File: config.mk
export PLATFORM = sky130hd
export DESIGN_NAME = rs232_fifo_uart
export DESIGN_NICKNAME = d
export VERILOG_FILES = /design/src/rtl/soclib_pkg.sv /design/src/rtl/sync_fifo.sv /design/src/rtl/rs232_fifo_uart.sv
export SDC_FILE = /design/constraint.sdc
export NUM_CORES = 1
export LEC_CHECK = 0
export BUFFER_PORTS_ARGS = -buffer_cell sky130_fd_sc_hd__buf_2
export CAP_MARGIN = 20
export CORE_UTILIZATION = 50
export CTS_BUF_LIST = sky130_fd_sc_hd__clkbuf_4
export DETAILED_ROUTE_END_ITERATION = 10
export GPL_TIMING_DRIVEN = 1
export PLACE_DENSITY = 0.67
export SETUP_SLACK_MARGIN = 0.05
export SLEW_MARGIN = 30
export SYNTH_ARGS = -nofsm -noshare
export SYNTH_HDL_FRONTEND = slang
export SYNTH_SLANG_ARGS = --single-unit
File: constraint.sdc
create_clock -name clk -period 6.5 [get_ports clk]
set_input_delay 0.325 -clock clk [delete_from_list [all_inputs] [get_ports clk]]
set_output_delay 0.325 -clock clk [all_outputs]
set_load 0.03 [all_outputs]
File: src/rtl/soclib_pkg.sv
// Shared register map, status bit positions and FSM state types for the
// RS-232 FIFO UART.
package soclib;

    localparam logic [1:0] ADDR_STATUS = 2'd0;
    localparam logic [1:0] ADDR_RXDATA = 2'd1;
    localparam logic [1:0] ADDR_CTRL   = 2'd2;
    localparam logic [1:0] ADDR_DIV    = 2'd3;

    localparam int ST_TX_FULL     = 0;
    localparam int ST_TX_IDLE     = 1;
    localparam int ST_RX_OVERRUN  = 2;
    localparam int ST_RX_FRAME    = 3;
    localparam int ST_TX_OVERFLOW = 4;

    localparam logic [15:0] MIN_DIV = 16'd4;

    typedef enum logic [1:0] {TX_IDLE, TX_START, TX_DATA, TX_STOP} tx_state_t;
    typedef enum logic [2:0] {RX_IDLE, RX_START, RX_DATA, RX_STOP, RX_WAIT} rx_state_t;

    function automatic logic [15:0] clamp_div(input logic [15:0] d);
        return (d < MIN_DIV) ? MIN_DIV : d;
    endfunction

endpackage

File: src/rtl/sync_fifo.sv
// Synchronous show-ahead FIFO; pop_data is valid whenever the FIFO is non-empty.
module sync_fifo #(
    parameter int WIDTH = 8,
    parameter int LOG2  = 4
) (
    input  logic             clk,
    input  logic             rst,
    input  logic             push,
    input  logic [WIDTH-1:0] push_data,
    input  logic             pop,
    output logic [WIDTH-1:0] pop_data,
    output logic             full,
    output logic             empty,
    output logic [LOG2:0]    count
);
    localparam int unsigned DEPTH = 2 ** LOG2;

    logic [WIDTH-1:0] mem_q [DEPTH];
    logic [LOG2-1:0]  wr_ptr_q, wr_ptr_d, rd_ptr_q, rd_ptr_d;
    logic [LOG2:0]    count_q, count_d;
    logic             do_push, do_pop;

    always_comb begin
        empty   = (count_q == '0);
        full    = (count_q == (LOG2 + 1)'(DEPTH));
        do_pop  = pop && !empty;
        // Push+pop on an empty FIFO passes the word straight through, so the count holds.
        do_push = push && (!full || pop) && !(pop && empty);
        wr_ptr_d = do_push ? wr_ptr_q + 1'b1 : wr_ptr_q;
        rd_ptr_d = do_pop  ? rd_ptr_q + 1'b1 : rd_ptr_q;
        count_d  = count_q;
        if (do_push && !do_pop)
            count_d = count_q + 1'b1;
        else if (do_pop && !do_push)
            count_d = count_q - 1'b1;
        pop_data = empty ? push_data : mem_q[rd_ptr_q];
        count    = count_q;
    end

    always_ff @(posedge clk) begin
        if (rst) begin
            wr_ptr_q <= '0;
            rd_ptr_q <= '0;
            count_q  <= '0;
        end else begin
            wr_ptr_q <= wr_ptr_d;
            rd_ptr_q <= rd_ptr_d;
            count_q  <= count_d;
        end
    end

    always_ff @(posedge clk) begin
        if (do_push)
            mem_q[wr_ptr_q] <= push_data;
    end

endmodule

File: src/rtl/rs232_fifo_uart.sv
// 8N1 UART with TX/RX FIFOs, programmable divisor, sticky error flags and
// optional RTS/CTS hardware flow control.
module rs232_fifo_uart
    import soclib::*;
#(
    parameter int FREQ      = 40_000_000,
    parameter int BPS       = 115_200,
    parameter int TX_LOG2   = 4,
    parameter int RX_LOG2   = 4,
    parameter int FLOW_CTRL = 1
) (
    input  logic        clk,
    input  logic        rst,
    input  logic [1:0]  addr,
    input  logic        rd,
    input  logic        wr,
    input  logic [31:0] wr_data,
    output logic [31:0] rd_data,
    output logic        ser_txd,
    input  logic        ser_rxd,
    input  logic        ser_ncts,
    output logic        ser_nrts
);
    localparam logic [15:0]      DIV_RESET     = 16'(FREQ / BPS);
    localparam logic [RX_LOG2:0] RX_NRTS_LEVEL = (RX_LOG2 + 1)'(2 ** RX_LOG2 - 1);

    logic rxd_s1_q, rxd_s1_d, rxd_s2_q, rxd_s2_d;
    logic ncts_s1_q, ncts_s1_d, ncts_s2_q, ncts_s2_d;
    logic [15:0] div_q, div_d;
    logic [31:0] rd_data_q, rd_data_d;
    logic overrun_q, overrun_d, frame_err_q, frame_err_d, tx_overflow_q, tx_overflow_d;
    logic nrts_q, nrts_d;

    logic             tx_push, tx_start, tx_full, tx_empty;
    logic [7:0]       tx_pop_data;
    logic [TX_LOG2:0] tx_count;
    logic             rx_pop, rx_full, rx_empty;
    logic [7:0]       rx_pop_data;
    logic [RX_LOG2:0] rx_count;
    logic [2:0]       clr;
    logic [31:0]      status;

    tx_state_t   tx_state_q;
    logic [15:0] tx_cnt_q, tx_div_q;
    logic [2:0]  tx_bit_q;
    logic [7:0]  tx_shift_q;
    logic        txd_q;

    rx_state_t   rx_state_q;
    logic [15:0] rx_cnt_q, rx_div_q;
    logic [2:0]  rx_bit_q;
    logic [7:0]  rx_shift_q;
    logic        rx_push_q, rx_ferr_q, rxd_prev_q;

    logic unused_ok;
    assign unused_ok = ^{wr_data[31:16], tx_count};

    sync_fifo #(.WIDTH(8), .LOG2(TX_LOG2)) u_tx_fifo (
        .clk(clk), .rst(rst), .push(tx_push), .push_data(wr_data[7:0]),
        .pop(tx_start), .pop_data(tx_pop_data), .full(tx_full), .empty(tx_empty),
        .count(tx_count)
    );

    sync_fifo #(.WIDTH(8), .LOG2(RX_LOG2)) u_rx_fifo (
        .clk(clk), .rst(rst), .push(rx_push_q), .push_data(rx_shift_q),
        .pop(rx_pop), .pop_data(rx_pop_data), .full(rx_full), .empty(rx_empty),
        .count(rx_count)
    );

    always_comb begin
        rxd_s1_d  = ser_rxd;
        rxd_s2_d  = rxd_s1_q;
        ncts_s1_d = ser_ncts;
        ncts_s2_d = ncts_s1_q;
        tx_push   = wr && (addr == ADDR_STATUS);
        tx_start  = (tx_state_q == TX_IDLE) && !tx_empty && ((FLOW_CTRL == 0) || !ncts_s2_q);
        rx_pop    = rd && (addr == ADDR_RXDATA) && !rx_empty;
        clr       = (wr && (addr == ADDR_CTRL)) ? wr_data[4:2] : '0;
        // Set terms are OR-ed after the clear so a same-cycle event wins over W1C.
        overrun_d     = (overrun_q & ~clr[0]) | (rx_push_q & rx_full & ~rx_pop);
        frame_err_d   = (frame_err_q & ~clr[1]) | rx_ferr_q;
        tx_overflow_d = (tx_overflow_q & ~clr[2]) | (tx_push & tx_full & ~tx_start);
        div_d  = (wr && (addr == ADDR_DIV)) ? clamp_div(wr_data[15:0]) : div_q;
        nrts_d = (FLOW_CTRL != 0) && (rx_count >= RX_NRTS_LEVEL);

        status                 = '0;
        status[ST_TX_FULL]     = tx_full;
        status[ST_TX_IDLE]     = tx_empty && (tx_state_q == TX_IDLE);
        status[ST_RX_OVERRUN]  = overrun_q;
        status[ST_RX_FRAME]    = frame_err_q;
        status[ST_TX_OVERFLOW] = tx_overflow_q;

        rd_data_d = '0;
        if (rd) begin
            case (addr)
                ADDR_STATUS: rd_data_d = status;
                ADDR_RXDATA: rd_data_d = {24'd0, rx_empty ? 8'd0 : rx_pop_data};
                ADDR_CTRL:   rd_data_d = 32'(rx_count);
                default:     rd_data_d = {16'd0, div_q};
            endcase
        end
    end

    always_ff @(posedge clk) begin
        if (rst) begin
            rxd_s1_q      <= 1'b1;
            rxd_s2_q      <= 1'b1;
            ncts_s1_q     <= 1'b1;
            ncts_s2_q     <= 1'b1;
            div_q         <= DIV_RESET;
            rd_data_q     <= '0;
            overrun_q     <= 1'b0;
            frame_err_q   <= 1'b0;
            tx_overflow_q <= 1'b0;
            nrts_q        <= 1'b1;
        end else begin
            rxd_s1_q      <= rxd_s1_d;
            rxd_s2_q      <= rxd_s2_d;
            ncts_s1_q     <= ncts_s1_d;
            ncts_s2_q     <= ncts_s2_d;
            div_q         <= div_d;
            rd_data_q     <= rd_data_d;
            overrun_q     <= overrun_d;
            frame_err_q   <= frame_err_d;
            tx_overflow_q <= tx_overflow_d;
            nrts_q        <= nrts_d;
        end
    end

    // Each frame latches the divisor at start so a mid-frame write cannot distort it.
    always_ff @(posedge clk) begin
        if (rst) begin
            tx_state_q <= TX_IDLE;
            tx_cnt_q   <= '0;
            tx_bit_q   <= '0;
            tx_shift_q <= '0;
            tx_div_q   <= DIV_RESET;
            txd_q      <= 1'b1;
        end else begin
            case (tx_state_q)
                TX_IDLE: begin
                    if (tx_start) begin
                        tx_state_q <= TX_START;
                        tx_shift_q <= tx_pop_data;
                        tx_div_q   <= div_q;
                        tx_cnt_q   <= '0;
                        txd_q      <= 1'b0;
                    end
                end
                default: begin
                    if (tx_cnt_q == tx_div_q - 16'd1) begin
                        tx_cnt_q <= '0;
                        case (tx_state_q)
                            TX_START: begin
                                tx_state_q <= TX_DATA;
                                tx_bit_q   <= '0;
                                txd_q      <= tx_shift_q[0];
                            end
                            TX_DATA: begin
                                if (tx_bit_q == 3'd7) begin
                                    tx_state_q <= TX_STOP;
                                    txd_q      <= 1'b1;
                                end else begin
                                    tx_bit_q   <= tx_bit_q + 3'd1;
                                    tx_shift_q <= tx_shift_q >> 1;
                                    txd_q      <= tx_shift_q[1];
                                end
                            end
                            default: tx_state_q <= TX_IDLE;
                        endcase
                    end else begin
                        tx_cnt_q <= tx_cnt_q + 16'd1;
                    end
                end
            endcase
        end
    end

    always_ff @(posedge clk) begin
        if (rst) begin
            rx_state_q <= RX_IDLE;
            rx_cnt_q   <= '0;
            rx_bit_q   <= '0;
            rx_shift_q <= '0;
            rx_div_q   <= DIV_RESET;
            rx_push_q  <= 1'b0;
            rx_ferr_q  <= 1'b0;
            rxd_prev_q <= 1'b1;
        end else begin
            rx_push_q  <= 1'b0;
            rx_ferr_q  <= 1'b0;
            rxd_prev_q <= rxd_s2_q;
            case (rx_state_q)
                RX_IDLE: begin
                    if (rxd_prev_q && !rxd_s2_q) begin
                        rx_state_q <= RX_START;
                        rx_cnt_q   <= '0;
                        rx_div_q   <= div_q;
                    end
                end
                RX_START: begin
                    if (rx_cnt_q == (rx_div_q >> 1) - 16'd1) begin
                        rx_cnt_q   <= '0;
                        rx_bit_q   <= '0;
                        rx_state_q <= rxd_s2_q ? RX_IDLE : RX_DATA;
                    end else begin
                        rx_cnt_q <= rx_cnt_q + 16'd1;
                    end
                end
                RX_DATA: begin
                    if (rx_cnt_q == rx_div_q - 16'd1) begin
                        rx_cnt_q   <= '0;
                        rx_shift_q <= {rxd_s2_q, rx_shift_q[7:1]};
                        if (rx_bit_q == 3'd7)
                            rx_state_q <= RX_STOP;
                        else
                            rx_bit_q <= rx_bit_q + 3'd1;
                    end else begin
                        rx_cnt_q <= rx_cnt_q + 16'd1;
                    end
                end
                RX_STOP: begin
                    if (rx_cnt_q == rx_div_q - 16'd1) begin
                        rx_cnt_q <= '0;
                        if (rxd_s2_q) begin
                            rx_push_q  <= 1'b1;
                            rx_state_q <= RX_IDLE;
                        end else begin
                            rx_ferr_q  <= 1'b1;
                            rx_state_q <= RX_WAIT;
                        end
                    end else begin
                        rx_cnt_q <= rx_cnt_q + 16'd1;
                    end
                end
                default: begin
                    if (rxd_s2_q)
                        rx_state_q <= RX_IDLE;
                end
            endcase
        end
    end

    assign rd_data  = rd_data_q;
    assign ser_txd  = txd_q;
    assign ser_nrts = nrts_q;

endmodule

==> impl_results.md <==
* First-pass GRT wire length at around 63,000 um
* Die area at between 30,000 and 40,000 sq um
* Syn Inst Count at 1,535
* Worst R2R Path Depth at 10
* Setup TNS at 0 ns
* Area growth, synth to finish at 11.9%
* Share of layout cells above drive strength 1 at 20.2%
* Fill cells at between 3,000 and 4,000
* Worst Path Required at 7.13 ns
* Library cells used by synthesis at 77
* Max-cap violations at 0
* Largest family of logic cells by synthesized area: simple AND/OR/NAND/NOR gates
* Final setup vio count at 0
* Clock Skews at 0.0477 ns
* Mux share of post-synthesis cell area at between 10% and 20%
* Nets at approximately 1,700
* DR iter-0 viols at 772
* Crit-path max cell delay at 0.66 ns
* P_leak at 7.30 nW
* Detailed Routing Iterations Pass 1 at 5
* Area leader, netlist: edfxtp_1
* CP Capture Type: register
* Final number of hold-violating endpoints at 0
* Hold Path Class: input port to register
* Synth Area in Compound Gates at 7.30%
* CP endpoint: rx_shift_q[2]
* Synth Area in Adders at 2.20%
* Remaining DRCs at 0
* Top cells by area, synth: edfxtp_1 41%, dfxtp_1 18%, mux4_2 8.7%
* Reg-to-Reg End: rx_shift_q[2]
* CTS tree: built
* Vias per cell at 5.49
* CP max stage cell: and3_1
* EDFF count, synth at 256
* CP startpoint: rx_div_q[1]
* Fmax at 240 MHz
* Critical Path Fanout Max at 8
* GRT overflow at 0
* Vias in the first global route at 12,152
* Critical path class: register to register
* FP Rows at 70
* Slew @ Worst Pin at 0.912 ns
* Synth Area in Simple Gates at 13.4%
* Post-CTS setup buffer count at 0
* Worst R2R Setup Slack at ~2.3 ns
* Most used cell, CP: and3_1
* Gr usage total at 21.0%
* Via count at approximately 12,000
* Clk_lat worst skew at 0.81 ns
* Die height at 196 um
* R2r startpoint: rx_div_q[1]
* Worst Setup Start Kind: register
* RSZ-0062 raised after global routing: false
* Wirelength per Cell at around 18 um
* Slew Limit Headroom at between 30% and 40%
* Fin area at roughly 21,000 sq um
* Post-Syn Area at 18,900 sq um
* Power Total at 5.48 mW
* Top_reg_cell synth: edfxtp_1
* Number of antenna violations at the first check in global routing at 2
* CTS Buf Count at approximately 110
* Min cycle time layout at 4.17 ns
* CTS Buffer Depth at 3
* Clock transition at the registers of the reported paths at approximately 0.070 ns
* Die Width at 196 um
* Initial Utilization at around 50%
* Xor/xnor share of the synthesized area at 3.34%
* Syn_area_per_cell at 12.3 sq um
* Critical Path AT at 4.80 ns
* Worst VDD drop at 142 uV
* Count of pins over their slew limit at 0
* Register area share after synthesis at 58.6%
* Core ar. at 36,900 sq um
* Final RePlAce weighted congestion at 0.874
* Post-synth ARST share at 0%
* Pwr/cell area at between 200 and 300 nW/um^2
* I/O pins at 74
* Buf/Inv on CP at 1
* CP cell instances: inv_1, ha_1, nor4b_1, and3_1, mux2_2, a31o_2, a2111oi_2, and3_1, mux2i_1, nor2_1
* Tcrit/Tclk final at between 60% and 70%
* Warnings, synthesis at 0
* Antenna-violating nets left at 0
* Stages on worst setup path at 10
* Port Buf Inserts at 41
* Outcome: complete, no violations
* CTS Sinks at between 400 and 500
* Largest net degree at the start of global routing at 50
* Yosys top cell area share at 40.7%
* Root buffer cell: clkbuf_4
* Detailed Route WL at 39,600 um
* H-Tree Depth at 3
* Delay-heaviest family, CP: simple AND/OR/NAND/NOR gates
* Area after DPL at 19,500 sq um
* Detail Placement HPWL at 25,900 um
* Synthesized flop and latch total at 425
-- area by class of cell --
class | count | area, sq um | area share (%)
inverters | 47 | 176 | 0.834
clock inverters | 37 | 216 | 1.02
clock buffers | 156 | 1170 | 5.54
well taps | 504 | 631 | 2.98
flip-flops and latches | 425 | 11100 | 52.4
repair buffers | 83 | 582 | 2.75
diodes | 7 | 17.5 | 0.0828
multi-input cells | 975 | 7280 | 34.4
-- Yosys cell counts, types with 20 or more instances --
cell type	instances
edfxtp_1	256
nand2_1	180
dfxtp_1	169
nor2_1	100
a21oi_1	95
mux4_2	73
clkbuf_1	70
nand3_1	59
mux2i_1	52
inv_1	47
xor2_1	38
xnor2_1	34
ha_1	30
nor3_1	25
o21ai_0	22
a31oi_1	20
-- metal layers --
| layer | up-vias | track usage (%) | wire length, um | share of wire [%] |
|---|---|---|---|---|
| met2 | 311 | 34.6 | 19100 | 48 |
| li1 | 5912 | - | - | - |
| met1 | 5978 | 27.0 | 17500 | 44 |
| met4 | 0 | 7.49 | 788 | 2.0 |
| met5 | - | 0 | 0 | 0 |
| met3 | 58 | 5.08 | 2080 | 5.3 |
-- cell usage in the layout (no fill, tap or decap), drive strengths merged, types with 49 or more instances in the layout --
cell	n
edfxtp	256
nand2	181
dfxtp	169
clkbuf	156
nor2	100
a21oi	95
mux4	73
buf	61
nand3	60
mux2i	52
inv	49
-- worst min-delay path, stage by stage --
cell and delay [ns]:
buf_2 0.11, nor2b_1 0.17, a21oi_1 0.15, a211oi_1 0.05
-- worst min path at each step --
stage	start	to	slack, ns	cells after the start
3_3_place_gp	ncts_s1_q	ncts_s2_q	0.40	1
6_report	wr	tx_overflow_q	0.06	4
4_1_cts	wr	tx_overflow_q	0.01	4
5_1_grt	wr	tx_overflow_q	0.02	4
3_5_place_dp	rxd_s1_q	rxd_s2_q	0.40	1
2_1_floorplan	ncts_s1_q	ncts_s2_q	0.39	1
-- cell families (layout without fill, tap and decap cells) --
kind of cell	after synthesis	count (layout)
AOI/OAI and AO/OA	209	209
xor gates and xnor gates	72	72
adders and majority gates	32	32
buffers and inverters	150	323
DFF	425	425
muxes	131	131
other	1	23
and+or+nand+nor	515	515
-- power breakdown --
group	total, mW	internal (mW)	switching [mW]	leakage, nW
clock	2.26	1.18	1.07	0.827
sequential	2.90	2.87	0.0303	3.71
combinational	0.326	0.131	0.194	2.77
-- what timing repair did --
item | in CTS | in global routing
gates resized for setup | 0 | 0
hold buffers | 22 | 0
hold endpoints to repair | 177 | 0
-- metrics by stage --
step | util (%) | worst slack (ns) | hold WS, ns | std cells
after global routing | 57.3 | 2.15 | 0.0201 | 2233
after global placement | 52.9 | 2.25 | 0.395 | 2011
after detailed placement | 52.9 | 2.17 | 0.404 | 2011
after floorplan | - | 2.98 | 0.389 | 1550
final | 57.3 | 2.33 | 0.0582 | 2234
after CTS | 57.2 | 2.22 | 0.0129 | 2226
-- registers in the layout (all words and copies together) (netlist names), 5 cells and up, named ones only --
name and cells:
u_rx_fifo.mem_q 128, u_tx_fifo.mem_q 128, tx_shift_q 8, rd_data 16, rx_div_q 16, tx_cnt_q 16, rx_shift_q 8, u_rx_fifo.count 5
rx_cnt_q 16, tx_div_q 16, div_q 16, u_tx_fifo.count 5
Power figures use the tool's default switching activity.
